==> config.mk <==
export PLATFORM = sky130hd
export DESIGN_NAME = led_rotate_n_flat
export DESIGN_NICKNAME = d
export VERILOG_FILES = /design/src/rtl/led_rotate_pkg.sv /design/src/rtl/led_rotate_n_if.sv /design/src/rtl/key_debounce.sv /design/src/rtl/led_rotate_n.sv /design/src/flat_wrapper.sv
export SDC_FILE = /design/constraint.sdc
export NUM_CORES = 1
export LEC_CHECK = 0
export ABC_AREA = 1
export BUFFER_PORTS_ARGS = -buffer_cell sky130_fd_sc_hd__buf_4
export CAP_MARGIN = 20
export CORE_UTILIZATION = 37
export DETAILED_ROUTE_END_ITERATION = 10
export PLACE_DENSITY = 0.66
export RECOVER_POWER = 25
export SLEW_MARGIN = 20
export SYNTH_ARGS = -nofsm -noshare
export SYNTH_HDL_FRONTEND = slang
export SYNTH_SLANG_ARGS = --single-unit
==> constraint.sdc <==
create_clock -name clk -period 2.1 [get_ports clk]
set_clock_uncertainty 0.05 [all_clocks]
set_input_delay 0 -clock clk [delete_from_list [all_inputs] [get_ports clk]]
set_output_delay 0 -clock clk [all_outputs]
set_load 0.02 [all_outputs]
==> src/rtl/led_rotate_pkg.sv <==
// Shared types and helper functions for the generic digit rotator.
package led_rotate_pkg;

    // Upper bound on NUM_DIGITS*DIGIT_W handled by the helper functions.
    localparam int unsigned DIG_MAX_W = 512;
    localparam int unsigned DIG_IDX_W = $clog2(DIG_MAX_W);

    typedef logic [DIG_MAX_W-1:0] dig_vec_t;

    // Per-cycle action chosen by the step arbiter, highest priority first.
    typedef enum logic [1:0] {
        ACT_HOLD      = 2'd0,
        ACT_LOAD      = 2'd1,
        ACT_STEP_UP   = 2'd2,
        ACT_STEP_DOWN = 2'd3
    } action_e;

    // Rotate up by one digit: d[k] <- d[k-1], d[0] <- d[n-1].
    function automatic dig_vec_t rot_up(input dig_vec_t v, input int unsigned n,
                                        input int unsigned w);
        dig_vec_t    r;
        int unsigned tot;
        r   = '0;
        tot = n * w;
        for (int unsigned i = 0; i < DIG_MAX_W; i++) begin
            if (i < tot) begin
                r[DIG_IDX_W'(i)] = v[DIG_IDX_W'((i + tot - w) % tot)];
            end
        end
        return r;
    endfunction

    // Rotate down by one digit: d[k] <- d[k+1], d[n-1] <- d[0].
    function automatic dig_vec_t rot_down(input dig_vec_t v, input int unsigned n,
                                          input int unsigned w);
        dig_vec_t    r;
        int unsigned tot;
        r   = '0;
        tot = n * w;
        for (int unsigned i = 0; i < DIG_MAX_W; i++) begin
            if (i < tot) begin
                r[DIG_IDX_W'(i)] = v[DIG_IDX_W'((i + w) % tot)];
            end
        end
        return r;
    endfunction

    // Reset pattern: digit k holds k modulo 2^w.
    function automatic dig_vec_t init_digits(input int unsigned n, input int unsigned w);
        dig_vec_t    r;
        logic [31:0] kk;
        int unsigned idx;
        r = '0;
        for (int unsigned k = 0; k < n; k++) begin
            kk = 32'(k);
            for (int unsigned b = 0; b < w; b++) begin
                idx = k * w + b;
                if (idx < DIG_MAX_W) begin
                    r[DIG_IDX_W'(idx)] = (b < 32) ? kk[5'(b)] : 1'b0;
                end
            end
        end
        return r;
    endfunction

endpackage

==> src/rtl/led_rotate_n_if.sv <==
// Control and display bus between the digit source, the rotator and the display mux.
interface led_rotate_n_if #(
    parameter int unsigned NUM_DIGITS = 4,
    parameter int unsigned DIGIT_W    = 4
);
    localparam int unsigned TOTAL_W = NUM_DIGITS * DIGIT_W;

    logic               key;
    logic               key_enable;
    logic               up;
    logic               rotate;
    logic               load;
    logic [TOTAL_W-1:0] load_data;
    logic [TOTAL_W-1:0] digits;
    logic               step_pulse;

    modport master (
        output key, key_enable, up, rotate, load, load_data,
        input  digits, step_pulse
    );

    modport slave (
        input  key, key_enable, up, rotate, load, load_data,
        output digits, step_pulse
    );

endinterface

==> src/rtl/key_debounce.sv <==
// Two-flop synchroniser plus stability-counter debouncer for a raw push-button.
module key_debounce #(
    parameter int unsigned DEBOUNCE_CYCLES = 16
) (
    input  logic clk,
    input  logic reset,
    input  logic key_raw,
    output logic key_level,
    output logic key_press
);

    localparam int unsigned CNT_W = (DEBOUNCE_CYCLES < 2) ? 1 : $clog2(DEBOUNCE_CYCLES + 1);

    logic [1:0]       sync_q;
    logic [CNT_W-1:0] cnt_q;

    // Bring the asynchronous key into the clock domain.
    always_ff @(posedge clk) begin
        if (!reset) begin
            sync_q <= 2'b00;
        end else begin
            sync_q <= {sync_q[0], key_raw};
        end
    end

    // Flip the level after DEBOUNCE_CYCLES consecutive disagreeing samples; flag rising flips.
    always_ff @(posedge clk) begin
        if (!reset) begin
            cnt_q     <= '0;
            key_level <= 1'b0;
            key_press <= 1'b0;
        end else begin
            key_press <= 1'b0;
            if (sync_q[1] != key_level) begin
                if (cnt_q == CNT_W'(DEBOUNCE_CYCLES - 1)) begin
                    key_level <= sync_q[1];
                    key_press <= sync_q[1];
                    cnt_q     <= '0;
                end else begin
                    cnt_q <= cnt_q + CNT_W'(1);
                end
            end else begin
                cnt_q <= '0;
            end
        end
    end

endmodule

==> src/rtl/led_rotate_n.sv <==
// N-digit display rotator: auto-rotate tick or debounced key steps the digits one place.
module led_rotate_n
    import led_rotate_pkg::*;
#(
    parameter int unsigned NUM_DIGITS      = 4,
    parameter int unsigned DIGIT_W         = 4,
    parameter int unsigned TICK_DIV        = 25_000_000,
    parameter int unsigned DEBOUNCE_CYCLES = 16
) (
    input  logic          clk,
    input  logic          reset,
    led_rotate_n_if.slave bus
);

    localparam int unsigned TOTAL_W = NUM_DIGITS * DIGIT_W;
    localparam int unsigned TICK_W  = $clog2(TICK_DIV);
    localparam logic [TOTAL_W-1:0] RESET_DIGITS =
        TOTAL_W'(init_digits(NUM_DIGITS, DIGIT_W));

    logic               key_level;
    logic               key_press;
    logic [TICK_W-1:0]  tick_cnt_q;
    logic               tick_c;
    logic               press_c;
    action_e            action_c;
    logic [TOTAL_W-1:0] digits_q;
    logic [TOTAL_W-1:0] digits_next_c;
    logic               pulse_q;
    logic               pulse_next_c;

    key_debounce #(
        .DEBOUNCE_CYCLES (DEBOUNCE_CYCLES)
    ) u_key_debounce (
        .clk       (clk),
        .reset     (reset),
        .key_raw   (bus.key),
        .key_level (key_level),
        .key_press (key_press)
    );

    assign tick_c  = bus.rotate && (tick_cnt_q == TICK_W'(TICK_DIV - 1));
    // A press only qualifies while the debounced level is high and presses are enabled.
    assign press_c = key_press && key_level && bus.key_enable;

    // Auto-rotate divider; parked at zero whenever auto-rotate is off.
    always_ff @(posedge clk) begin
        if (!reset || !bus.rotate) begin
            tick_cnt_q <= '0;
        end else if (tick_c) begin
            tick_cnt_q <= '0;
        end else begin
            tick_cnt_q <= tick_cnt_q + TICK_W'(1);
        end
    end

    // Arbitrate load over step; coincident tick and press merge into one step.
    always_comb begin
        action_c = ACT_HOLD;
        if (bus.load) begin
            action_c = ACT_LOAD;
        end else if (tick_c || press_c) begin
            action_c = bus.up ? ACT_STEP_UP : ACT_STEP_DOWN;
        end
    end

    // Next digit vector and step strobe for the chosen action.
    always_comb begin
        digits_next_c = digits_q;
        pulse_next_c  = 1'b0;
        case (action_c)
            ACT_LOAD: begin
                digits_next_c = bus.load_data;
            end
            ACT_STEP_UP: begin
                digits_next_c = TOTAL_W'(rot_up(DIG_MAX_W'(digits_q), NUM_DIGITS, DIGIT_W));
                pulse_next_c  = 1'b1;
            end
            ACT_STEP_DOWN: begin
                digits_next_c = TOTAL_W'(rot_down(DIG_MAX_W'(digits_q), NUM_DIGITS, DIGIT_W));
                pulse_next_c  = 1'b1;
            end
            default: begin
                digits_next_c = digits_q;
                pulse_next_c  = 1'b0;
            end
        endcase
    end

    // Digit register and step strobe.
    always_ff @(posedge clk) begin
        if (!reset) begin
            digits_q <= RESET_DIGITS;
            pulse_q  <= 1'b0;
        end else begin
            digits_q <= digits_next_c;
            pulse_q  <= pulse_next_c;
        end
    end

    assign bus.digits     = digits_q;
    assign bus.step_pulse = pulse_q;

endmodule

==> src/flat_wrapper.sv <==
// flat-port wrapper written by rule: the top's interface ports become plain ports
module led_rotate_n_flat import led_rotate_pkg::*;
#(
    parameter int unsigned NUM_DIGITS      = 4,
    parameter int unsigned DIGIT_W         = 4,
    parameter int unsigned TICK_DIV        = 25_000_000,
    parameter int unsigned DEBOUNCE_CYCLES = 16
)
  (clk, reset, bus_key, bus_key_enable, bus_up, bus_rotate, bus_load, bus_load_data, bus_digits, bus_step_pulse);
  led_rotate_n_if #(.NUM_DIGITS(NUM_DIGITS), .DIGIT_W(DIGIT_W)) bus_i ();
  input  logic clk;
  input  logic reset;
  input wire logic [$bits(bus_i.key)-1:0] bus_key;
  input wire logic [$bits(bus_i.key_enable)-1:0] bus_key_enable;
  input wire logic [$bits(bus_i.up)-1:0] bus_up;
  input wire logic [$bits(bus_i.rotate)-1:0] bus_rotate;
  input wire logic [$bits(bus_i.load)-1:0] bus_load;
  input wire logic [$bits(bus_i.load_data)-1:0] bus_load_data;
  output wire logic [$bits(bus_i.digits)-1:0] bus_digits;
  output wire logic [$bits(bus_i.step_pulse)-1:0] bus_step_pulse;
  assign bus_i.key = bus_key;
  assign bus_i.key_enable = bus_key_enable;
  assign bus_i.up = bus_up;
  assign bus_i.rotate = bus_rotate;
  assign bus_i.load = bus_load;
  assign bus_i.load_data = bus_load_data;
  assign bus_digits = bus_i.digits;
  assign bus_step_pulse = bus_i.step_pulse;
  led_rotate_n #(.NUM_DIGITS(NUM_DIGITS), .DIGIT_W(DIGIT_W), .TICK_DIV(TICK_DIV), .DEBOUNCE_CYCLES(DEBOUNCE_CYCLES)) u_core (.clk(clk), .reset(reset), .bus(bus_i));
endmodule
Word-level counts from Yosys, hierarchy flattened:

Cells that the tools add are included.

* add/subtract/negate cells: 2
* equality and inequality tests: 6
* mux-type cells: 5
* bitwise logic cells: 2
* reduce and logical (&&, ||, !) cells: 13

Operators by type and width (number)
* 16-bit case mux with 3 select lines: 1
* 25-bit by 1-bit adder with 25-bit output, second input constant: 1
* 25-bit == test, second input constant: 1
* 5-bit by 1-bit adder with 5-bit output, second input constant: 1
* 5-bit by 4-bit == test with 1-bit output, second input constant: 1
* 2-bit == test, second input constant: 2
* 2-bit 2-to-1 mux: 2
* 2-bit OR reduction: 2
* 1-bit logical AND: 3
* 3-bit AND reduction: 1
* 3-bit nonzero test: 1
* 3-bit OR reduction: 1
* 2-bit by 1-bit == test with 1-bit output, second input constant: 1
* 1-bit zero test: 2
* 1-bit logical OR: 2
* 1-bit 2-to-1 mux: 2
* 1-bit inverter: 2
* 2-bit AND reduction: 1
* 1-bit inequality test: 1

* flip-flop bits (word level): 51
* input bits: 23
* output and inout port bits: 17
* logic and storage cells: 35

Depth between registers and ports, before layout:

Gate-level depths: netlist (run 1).

* depth in word-level cells: 8
* mapped depth: 13
* mapped depth without buffers: 12

By module:

A second synthesis (run 1) with hierarchy kept.

* cell total of the unflattened synthesis: 393
* area, all modules: 2777.7 um2

By module, submodules not included
* led_rotate_n: instances 1, cells an instance 352, area an instance 2436.1 um2, seq. area each 840.8 um2
* key_debounce: instances 1, cells an instance 41, area an instance 341.6 um2, seq. area each 180.2 um2

Worst setup path after synthesis (run 1):

Ideal clock, no wire load.

* path kind: reg-to-reg
* start: reg u_core.tick_cnt_q[0]
* end: reg u_core.digits_q[0] (netlist: u_core.bus.digits[0])
* data arrival time: 1.482 ns
* data required time: 1.941 ns
* path slack: 0.460 ns
* stages on the path, launching flop included: 14
* buffers on the path: 1
* period minus slack after synthesis: 1.640 ns
* cell sequence: dfxtp_1 -> ha_1 -> nand3_2 -> clkinv_1 -> nand2_1 -> nor2_1 -> nand2_1 -> nand2_2 -> nand2_2 -> buf_6 -> o21ai_1 -> nand3_1 -> nand2_1 -> inv_1

* cells in the longest elaborated chain, start to end: 7

RTL lines
* from (decl): RTL line led_rotate_n.sv:22 `logic [TICK_W-1:0] tick_cnt_q;`
* from (signal assigned): RTL line led_rotate_n.sv:52 `tick_cnt_q <= tick_cnt_q + TICK_W'(1);`
* 25-bit == test (*): RTL line led_rotate_n.sv:41 `assign tick_c = bus.rotate && (tick_cnt_q == TICK_W'(TICK_DIV - 1));`
* 1-bit logical AND (*): RTL line led_rotate_n.sv:41
* 1-bit logical OR (*): RTL line led_rotate_n.sv:61 `end else if (tick_c || press_c) begin`
* 2-bit 2-to-1 mux (*): RTL line led_rotate_n.sv:61
* 2-bit 2-to-1 mux (*): RTL line led_rotate_n.sv:59 `if (bus.load) begin`
* 2-bit == test / 2-bit by 1-bit == test with 1-bit output (equally long branches): RTL line led_rotate_n.sv:70 `case (action_c)`
* 16-bit case mux with 3 select lines / 3-bit nonzero test (equally long branches)
* to (signal assigned): RTL line led_rotate_n.sv:95 `digits_q <= digits_next_c;`
* to (decl): RTL line led_rotate_n.sv:26 `logic [TOTAL_W-1:0] digits_q;`

Mark *: on every way between the ends. The rest lies on a longest branch, timed or not.
A chain may end at the register's enable or synchronous reset.

Final worst setup path (run 1):

* start: reg u_core.tick_cnt_q[0]
* end: reg u_core.digits_q[2] (netlist: u_core.bus.digits[2])

Same word-level chain as after synthesis.

==> results of run 1 <==
-- synthesized netlist by cell type --
master    instances
nand3_1          22
a211oi_1          2
dfxtp_1          51
nand2_2           4
nor3_2            3
nor2_1           44
nor3b_2           1
buf_6             1
ha_1              3
nor4_2            1
nand2_1          70
nor3b_1           3
clkbuf_1          8
inv_2             1
a31oi_1           1
xnor2_1           2
o21ai_1           9
and2_1            1
o211ai_1          1
nor2_2            4
inv_1            57
a21oi_1           9
nor3_1            6
nand3_2           3
buf_4             3
or2_2             1
nand3b_1          5
nand4_1          40
clkinv_1          2
o21ai_0          16
xor2_1            7
buf_2             3
-- cell families after synthesis --
logic type,share of synthesized area
and+or+nand+nor,0.385
buffers and inverters,0.114
DFF,0.383
AOI/OAI and AO/OA,0.0746
xor gates and xnor gates,0.0296
adders and majority gates,0.0141
-- routing by layer --
metal	wire, µm	part of all wire	track usage
met2	2900	0.46	0.264
met3	220	0.035	0.0303
met4	73	0.012	0.0576
met1	3080	0.49	0.230
met5	0	0	0
-- cells in the final DEF, fill, tap and decap left out, types with 3 or more instances in the layout --
cell,n
a21oi_1,9
nand3b_1,5
nand4_1,40
dfxtp_1,51
buf_4,27
nand2_1,70
nor3b_1,3
dlygate4sd3_1,20
nor2_1,44
nor2_2,4
ha_1,3
clkbuf_1,15
nand3_2,3
nand3_1,22
nor3_1,6
o21ai_1,9
nor3_2,3
nand2_2,4
clkbuf_8,5
xor2_1,7
inv_1,57
o21ai_0,16
-- power by group through the flow --
stage	combinational [mW]	sequential (mW)	clock, mW
after global placement	0.191	1.04	0
after detailed placement	0.193	1.04	0
after global routing	0.230	1.02	0.762
after CTS	0.223	1.02	0.721
after floorplan	0.0829	1.06	0
final	0.209	1.02	0.701
-- worst paths after layout --
kind / to / cells past startpoint
max reg2reg: u_core.bus.digits[2] / 12
min: u_core.bus.digits[3] / 6
max: u_core.bus.digits[2] / 12
min reg2reg: u_core.u_key_debounce.sync_q[1] / 2
-- state kept, by name, summed over array words and instances, names as in the netlist --
register / count
u_core.u_key_debounce.key_level: 1
u_core.bus.digits: 16
u_core.bus.step_pulse: 1
u_core.u_key_debounce.sync_q: 2
u_core.u_key_debounce.key_press: 1
u_core.u_key_debounce.cnt_q: 5
u_core.tick_cnt_q: 25
-- per-stage QoR --
| stage | hold slack, ns | std cells |
|---|---|---|
| finish | 0.00961 | 535 |
| global route | 0.0192 | 535 |
| CTS | 0.00390 | 535 |
| detailed placement | 0.142 | 507 |
| global placement | 0.138 | 507 |
| floorplan | 0.0476 | 384 |
-- worst max-delay path: cells and delay by family, from the launching register on --
| kind | cells | cell delay, ns |
|---|---|---|
| fa+ha+maj | 1 | 0.22 |
| flops | 1 | 0.40 |
| simple gates | 8 | 0.77 |
| buf+inv | 3 | 0.40 |
-- area by class of cell --
cell class                      count  area [µm²]  share of cell area
Clock buffer                        5        68.8              0.0210
Clock inverter                      3        46.3              0.0141
Inverter                           60         225              0.0686
Multi-Input combinational cell    258        1340               0.409
Sequential cell                    51        1020               0.311
Tap cell                           96         120              0.0366
Timing Repair Buffer               62         459               0.140
==> Implementation_results.wiki, run 1 <==
{| class="wikitable"
! Metric !! Value
|-
| Number of buffers created by CTS || 5
|-
| Pin slew with the least headroom to its limit || 0.525 ns
|-
| Data required time at the worst endpoint || 2.31 ns
|-
| Final antenna-violating net count || 0
|-
| Horizontal die dimension || 86.9 µm
|-
| Layout cell share with drive strength beyond 1 || 0.121
|-
| Worst slack, placed || 0.221 ns
|-
| Final routed wire length divided by cell count || 11.7 µm
|-
| Setup crit end kind || register
|-
| Clock tree root buffer cell || clkbuf_8
|-
| Gate Count Post-Synth || 384
|-
| Area after detailed placement || 3020 µm²
|-
| Yosys warnings || 0
|-
| Register-to-register setup slack || 0.21 ns
|-
| Routed wire length || 6280 µm
|-
| First element of the critical path || u_core.tick_cnt_q[0]
|-
| Post-synth top area share || 0.383
|-
| Largest cells by area after synthesis || dfxtp_1, nand2_1, nand4_1
|-
| Largest area contributor in the synthesized netlist || dfxtp_1
|-
| # hold bufs at CTS || 20
|-
| Clk pwr share || 0.363
|-
| Clock sinks || 51
|-
| Power share of the sequential group || 0.528
|-
| Cell area after technology mapping || 2670 µm²
|-
| Tcrit/Tclk final || 0.898
|-
| Static Leakage || 1.35 nW
|-
| Data arrival at the endpoint of the critical path || 2.10 ns
|-
| TritonCTS clock tree || done
|-
| Flip-flop and latch count after synthesis || 51
|-
| Worst path cell trace || ha_1, nand3_2, clkinv_1, nand2_1, nor2_1, nand2_1, nand2_2, buf_4, nand4_1, nand3b_1, nand2_1, inv_1
|-
| Part of the Yosys area used for sequential elements || 0.383
|-
| First-pass GRT wire length || 10,100 µm
|-
| DRC violation count after routing || 0
|-
| Number of different library cells in the post-synthesis netlist || 32
|-
| Detailed-route via count || 2,621
|-
| Count of pins over their slew limit || 0
|-
| Clock period minus worst slack || 1.89 ns
|-
| Post-layout power || 1.93 mW
|-
| Clock input transition at the sequential cells of the worst setup and hold paths || 0.10 ns
|-
| Worst hold path startpoint || bus_load_data[3]
|-
| Worst-skew pair later-pin latency || 0.31 ns
|-
| RSZ-0062 raised after global routing || no
|-
| Placer congestion estimate || 0.832
|-
| Result of the run || finished, final reports clean
|-
| Class of the most critical hold timing path || in -> reg
|-
| Area enclosed by the die boundary || 7550 µm²
|-
| Detailed-router iteration count before antenna repair || 4
|-
| Post-detail-place hpwl || 4360 µm
|-
| Num ports || 40
|-
| 1st-iter DRT viols || 126
|-
| Power share of the combinational group || 0.108
|-
| Largest driver fanout on the critical path || 30
|-
| Total internal power || 1.44 mW
|-
| Highest attainable clock frequency || 530 MHz
|-
| Final Util || 0.478
|-
| Slew headroom || 0.648
|-
| Port buffer count || 39
|-
| Endpoints failing hold || 0
|-
| Final setup TNS || 0 ns
|-
| Vias per Instance || 4.90
|-
| Critical path class || reg -> reg
|-
| Mean cell area of the mapped netlist || 6.94 µm²
|-
| Post-CTS resize count || 0
|-
| Largest incremental delay on the critical path || 0.40 ns
|-
| Max H-tree Level || 2
|-
| Number of global-route vias before repair || 2,283
|-
| Fin nets || 464
|-
| Final cell area excluding filler cells || 3280 µm²
|-
| ANT cells || 0
|-
| Placeable core region || 6870 µm²
|-
| Post-CTS setup buffer count || 0
|-
| FILL cells || 700
|-
| Die Y-Extent || 86.9 µm
|-
| Count of final setup violators || 0
|-
| Starting Density || 0.388
|-
| Kind of start point of the critical path || register
|-
| Worst flop-to-flop path startpoint || u_core.tick_cnt_q[0]
|-
| Row Count || 30
|-
| Worst path most repeated cell || nand2_1
|-
| Proportion of total power due to net switching || 0.253
|-
| Net count after synthesis || 410
|-
| Area added between synthesis and finish || 23.1%
|-
| Buffer depth of the longest clock path || 2
|-
| Power per standard cell area || 588 nW/µm²
|-
| Pin count of the biggest net entering global routing || 36
|-
| Max cap viols || 0
|-
| Largest voltage drop on the vdd net || 0.408 mV
|-
| Gr usage total || 0.168
|-
| CP max-delay cell || dfxtp_1
|-
| Switching power || 489 µW
|-
| Antenna violations before repair || 0
|-
| Remaining global-route overflow || 0
|-
| Post-route worst setup slack || 0.215 ns
|}
(Power assumes the default switching activity.)
==> run 2: changes to the inputs <==
--- a/config.mk
+++ b/config.mk
@@ -8,10 +8,11 @@
 export ABC_AREA = 1
 export BUFFER_PORTS_ARGS = -buffer_cell sky130_fd_sc_hd__buf_4
 export CAP_MARGIN = 20
-export CORE_UTILIZATION = 37
+export CORE_UTILIZATION = 45
 export DETAILED_ROUTE_END_ITERATION = 10
-export PLACE_DENSITY = 0.66
+export PLACE_DENSITY = 0.75
 export RECOVER_POWER = 25
+export REMOVE_ABC_BUFFERS = 1
 export SLEW_MARGIN = 20
 export SYNTH_ARGS = -nofsm -noshare
 export SYNTH_HDL_FRONTEND = slang
==> Implementation_results.wiki, run 2 (synthesis results as in run 1) <==
{| class="wikitable"
! Metric !! Value
|-
| Max cap viols || 0
|-
| Critical path class || reg -> reg
|-
| Number of global-route vias before repair || 2,398
|-
| FILL cells || 531
|-
| Highest attainable clock frequency || 527 MHz
|-
| Pin slew with the least headroom to its limit || 0.458 ns
|-
| Routed wire length || 6260 µm
|-
| Result of the run || finished, final reports clean
|-
| Clock period minus worst slack || 1.90 ns
|-
| ANT cells || 0
|-
| Starting Density || 0.475
|-
| First-pass GRT wire length || 10,500 µm
|-
| Row Count || 27
|-
| Post-detail-place hpwl || 4210 µm
|-
| TritonCTS clock tree || done
|-
| Data required time at the worst endpoint || 2.24 ns
|-
| Number of buffers created by CTS || 5
|-
| Tcrit/Tclk final || 0.903
|-
| Placeable core region || 5610 µm²
|-
| Largest driver fanout on the critical path || 16
|-
| Final routed wire length divided by cell count || 12.2 µm
|-
| Number of flip-flops in the largest register || 25
|-
| Setup crit end kind || register
|-
| Antenna violations before repair || 0
|-
| Post-layout power || 2.04 mW
|-
| Area after detailed placement || 2990 µm²
|-
| Final antenna-violating net count || 0
|-
| Clock tree root buffer cell || clkbuf_8
|-
| Most frequent standard cell in the layout excluding fill and tap cells || nand2_1
|-
| Fin nets || 465
|-
| Worst Hold Margin || 0.0456 ns
|-
| Layout cell share with drive strength beyond 1 || 0.123
|-
| Clock sinks || 51
|-
| Die Y-Extent || 79.0 µm
|-
| Number of non-filler instances in the completed layout || 512
|-
| Buffer depth of the longest clock path || 2
|-
| Kind of start point of the critical path || register
|-
| RSZ-0062 raised after global routing || yes
|-
| Largest voltage drop on the vdd net || 0.276 mV
|-
| Pin count of the biggest net entering global routing || 41
|-
| Endpoints failing hold || 0
|-
| Count of pins over their slew limit || 0
|-
| Final cell area excluding filler cells || 3290 µm²
|-
| 1st-iter DRT viols || 164
|-
| Worst-skew pair later-pin latency || 0.31 ns
|-
| Port buffer count || 39
|-
| Count of final setup violators || 0
|-
| Cells after DPL || 483
|-
| Area added between synthesis and finish || 23.4%
|-
| Commonest non-fill, non-tap cells in the layout || nand2_1, inv_1, dfxtp_1, nor2_1, nand4_1
|-
| Horizontal die dimension || 79.0 µm
|-
| Vias per Instance || 5.19
|-
| Power per standard cell area || 619 nW/µm²
|-
| Max H-tree Level || 2
|-
| Detailed-router iteration count before antenna repair || 4
|-
| Clock input transition at the sequential cells of the worst setup and hold paths || 0.09 ns
|-
| Largest register by flop count || u_core.tick_cnt_q
|-
| Num ports || 40
|-
| Class of the most critical hold timing path || in -> reg
|-
| Remaining global-route overflow || 0
|-
| DRC violation count after routing || 0
|-
| Placer congestion estimate || 0.837
|-
| Slew headroom || 0.693
|-
| Detailed-route via count || 2,655
|-
| Data arrival at the endpoint of the critical path || 2.04 ns
|-
| Area enclosed by the die boundary || 6240 µm²
|-
| Static Leakage || 1.37 nW
|-
| Gr usage total || 0.211
|}
[run 2: changes by cell type in the layout (fill, tap and decap cells not counted), sizes merged]
cell	change
dlygate4sd3	+1
inv	-1
bufinv	+1
buf	+1
clkbuf	-1
[run 2: final timing paths]
check | startpoint | slack [ns] | depth (start not counted) | end
min | bus_load_data[3] | 0.05 | 6 | u_core.bus.digits[3]
max | u_core.tick_cnt_q[0] | 0.20 | 12 | u_core.bus.digits[13]
max reg2reg | u_core.tick_cnt_q[0] | 0.20 | 12 | u_core.bus.digits[13]
min reg2reg | u_core.u_key_debounce.sync_q[0] | 0.38 | 2 | u_core.u_key_debounce.sync_q[1]
[run 2: area by class of cell]
type | instances | area, µm² | area share
Inverter | 60 | 225 | 0.0684
Tap cell | 72 | 90.1 | 0.0274
Multi-Input combinational cell | 258 | 1340 | 0.408
Clock inverter | 3 | 67.6 | 0.0205
Clock buffer | 5 | 68.8 | 0.0209
Timing Repair Buffer | 63 | 477 | 0.145
Sequential cell | 51 | 1020 | 0.310
[run 2: where the power goes]
part / internal, mW / switching, mW / leakage (nW)
Combinational: 0.0928 / 0.119 / 0.893
Sequential: 0.992 / 0.0279 / 0.416
Clock: 0.475 / 0.332 / 0.0644
Total: 1.56 / 0.478 / 1.37
[run 2: metal layers]
metal	track usage	routed length [µm]	vias up
met5	0	0	-
met2	0.348	3030	69
met4	0.0927	141	0
met1	0.266	2840	1206
met3	0.0402	248	11
li1	-	-	1369
[run 2: worst max-delay path, cell delays in order, from the launching register on]
cell	delay (ns)
dfxtp_1	0.40
ha_1	0.22
nand3_2	0.16
clkinv_1	0.07
nand2_1	0.04
nor2_1	0.09
nand2_1	0.11
nand3_2	0.24
inv_1	0.13
nand2_1	0.08
nand2_1	0.05
inv_1	0.06
nand4_1	0.08
[run 2: stage by stage]
stage	util	setup TNS (ns)	worst slack (ns)
floorplan	-	0	0.158
global placement	0.534	0	0.286
detailed placement	0.534	0	0.226
CTS	0.595	0	0.200
global route	0.587	-0.0128	-0.0128
finish	0.587	0	0.203
[run 2: timing repair]
item | in CTS | in global routing
buffers inserted | 0 | 0
hold buffers | 21 | 0
resized for setup | 0 | 1
endpoints found under the hold margin | 18 | 0
setup endpoints to repair | 0 | 8
==> run 3: changes to the inputs <==
--- a/config.mk
+++ b/config.mk
@@ -8,9 +8,9 @@
 export ABC_AREA = 1
 export BUFFER_PORTS_ARGS = -buffer_cell sky130_fd_sc_hd__buf_4
 export CAP_MARGIN = 20
-export CORE_UTILIZATION = 45
+export CORE_UTILIZATION = 23
 export DETAILED_ROUTE_END_ITERATION = 10
-export PLACE_DENSITY = 0.75
+export PLACE_DENSITY = 0.49
 export RECOVER_POWER = 25
 export REMOVE_ABC_BUFFERS = 1
 export SLEW_MARGIN = 20
==> Implementation_results.wiki, run 3 (synthesis results as in run 1) <==
{| class="wikitable"
! Metric !! Value
|-
| Buffer depth of the longest clock path || 2
|-
| Number of global-route vias before repair || 2,375
|-
| Area added between synthesis and finish || 28.2%
|-
| Violations in the final reports || hold timing
|-
| Final routed wire length divided by cell count || 11.8 µm
|-
| TritonCTS clock tree || done
|-
| Area enclosed by the die boundary || 12,000 µm²
|-
| Clk pwr share || 0.437
|-
| Gr usage total || 0.118
|-
| Slew headroom || 0.646
|-
| Total area of sequential cells || 1020 µm²
|-
| Area after detailed placement || 3090 µm²
|-
| Count of pins over their slew limit || 0
|-
| Power share of the sequential group || 0.466
|-
| Clock input transition at the sequential cells of the worst setup and hold paths || 0.07 ns
|-
| FILL cells || 1,224
|-
| 1st-iter DRT viols || 127
|-
| Data arrival at the endpoint of the critical path || 2.02 ns
|-
| Port buffer count || 39
|-
| Area of the multi-input gates || 1350 µm²
|-
| Class of the most critical hold timing path || in -> reg
|-
| Static Leakage || 1.41 nW
|-
| Num ports || 40
|-
| Pin count of the biggest net entering global routing || 40
|-
| Largest register by flop count || u_core.tick_cnt_q
|-
| Largest driver fanout on the critical path || 16
|-
| Routed wire length || 6840 µm
|-
| DRC violation count after routing || 0
|-
| Placeable core region || 11,100 µm²
|-
| Fin nets || 465
|-
| Count of final setup violators || 0
|-
| Setup crit end kind || register
|-
| Detailed-route via count || 2,641
|-
| Detailed-router iteration count before antenna repair || 4
|-
| Max H-tree Level || 2
|-
| ANT cells || 0
|-
| Power share of the combinational group || 0.097
|-
| Clock period minus worst slack || 1.91 ns
|-
| Post-detail-place hpwl || 4830 µm
|-
| Critical path class || reg -> reg
|-
| Horizontal die dimension || 110 µm
|-
| Placer congestion estimate || 0.843
|-
| Result of the run || complete, but fails checks
|-
| Tcrit/Tclk final || 0.910
|-
| Highest attainable clock frequency || 523 MHz
|-
| Layout cell share with drive strength beyond 1 || 0.127
|-
| RSZ-0062 raised after global routing || yes
|-
| Power per standard cell area || 642 nW/µm²
|-
| First-pass GRT wire length || 11,100 µm
|-
| Clock tree root buffer cell || clkbuf_16
|-
| Max cap viols || 0
|-
| Proportion of total power due to net switching || 0.233
|-
| Number of flip-flops in the largest register || 25
|-
| Pin slew with the least headroom to its limit || 0.528 ns
|-
| Data required time at the worst endpoint || 2.21 ns
|-
| Starting Density || 0.241
|-
| Commonest non-fill, non-tap cells in the layout || nand2_1, inv_1, dfxtp_1, nor2_1, nand4_1
|-
| Worst-skew pair later-pin latency || 0.29 ns
|-
| Remaining global-route overflow || 0
|-
| Die Y-Extent || 110 µm
|-
| Clock sinks || 51
|-
| Endpoints failing hold || 1
|-
| Number of buffers created by CTS || 5
|-
| Largest voltage drop on the vdd net || 0.356 mV
|-
| Worst Hold Margin || -0.00299 ns
|-
| Final cell area excluding filler cells || 3420 µm²
|-
| Kind of start point of the critical path || register
|-
| Final antenna-violating net count || 0
|-
| Vias per Instance || 4.55
|-
| Antenna violations before repair || 0
|-
| Total internal power || 1.68 mW
|-
| Most frequent standard cell in the layout excluding fill and tap cells || nand2_1
|-
| Row Count || 38
|-
| Switching power || 510 µW
|}
## run 3: cell count changes in the layout (fill, tap and decap cells not counted)
| cell | before | now |
|---|---|---|
| buf_4 | 27 | 29 |
| bufinv_16 | 2 | 1 |
| dlygate4sd3_1 | 21 | 19 |
| clkinvlp_4 | 1 | 0 |
| nand2_2 | 4 | 3 |
| clkbuf_8 | 5 | 1 |
| nand2_4 | 0 | 1 |
| clkbuf_16 | 0 | 5 |
| inv_6 | 0 | 1 |
## run 3: path summary, 6_finish.rpt
| check | startpoint | endpoint | slack, ns | cells after the start |
|---|---|---|---|---|
| setup / recovery | u_core.tick_cnt_q[0] | u_core.bus.digits[9] | 0.19 | 12 |
| hold / removal | reset | u_core.u_key_debounce.sync_q[1] | -0.003 | 3 |
| setup reg to reg | u_core.tick_cnt_q[0] | u_core.bus.digits[9] | 0.19 | 12 |
| hold reg to reg | u_core.u_key_debounce.sync_q[0] | u_core.u_key_debounce.sync_q[1] | 0.37 | 2 |
## run 3: metal layers
metal	share of wire	GRT usage	wire, µm
met1	0.48	0.160	3270
met2	0.47	0.183	3200
met3	0.038	0.0231	262
met4	0.017	0.0486	116
met5	0	0	0
## run 3: final cells by class
class,instances,area share
Clock inverter,2,0.0114
Tap cell,140,0.0513
Sequential cell,51,0.299
Multi-Input combinational cell,258,0.394
Timing Repair Buffer,63,0.138
Inverter,60,0.0659
Clock buffer,6,0.0406
## run 3: critical path: stages (launching register included)
cell	delay [ns]
dfxtp_1	0.39
ha_1	0.22
nand3_2	0.15
clkinv_1	0.07
nand2_1	0.05
nor2_1	0.08
nand2_1	0.11
nand3_2	0.25
inv_1	0.14
nand2_1	0.08
nand2_1	0.04
inv_1	0.06
nand4_1	0.08
## run 3: what timing repair did
action | in CTS | in global routing
endpoints found under the hold margin | 15 | 0
resized for setup | 0 | 2
hold buffers | 19 | 0
buffers inserted | 0 | 0
endpoints found under the setup margin | 0 | 7
## run 3: power by group through the flow
stage | Sequential, mW | Clock (mW) | Combinational, mW
4_1_cts | 1.02 | 0.994 | 0.225
5_1_grt | 1.02 | 1.03 | 0.235
6_report | 1.02 | 0.960 | 0.212
3_3_place_gp | 1.04 | 0 | 0.197
2_1_floorplan | 1.06 | 0 | 0.0719
3_5_place_dp | 1.04 | 0 | 0.197
## run 3: metrics by stage
stage	TNS [ns]	setup WS, ns	total power, mW	utilization	std cells
finish	0	0.189	2.19	0.308	580
global route	-0.0132	-0.0132	2.29	0.308	580
CTS	0	0.182	2.24	0.312	580
detailed placement	0	0.200	1.24	0.279	553
global placement	0	0.248	1.24	0.279	553
floorplan	0	0.158	1.13	-	369
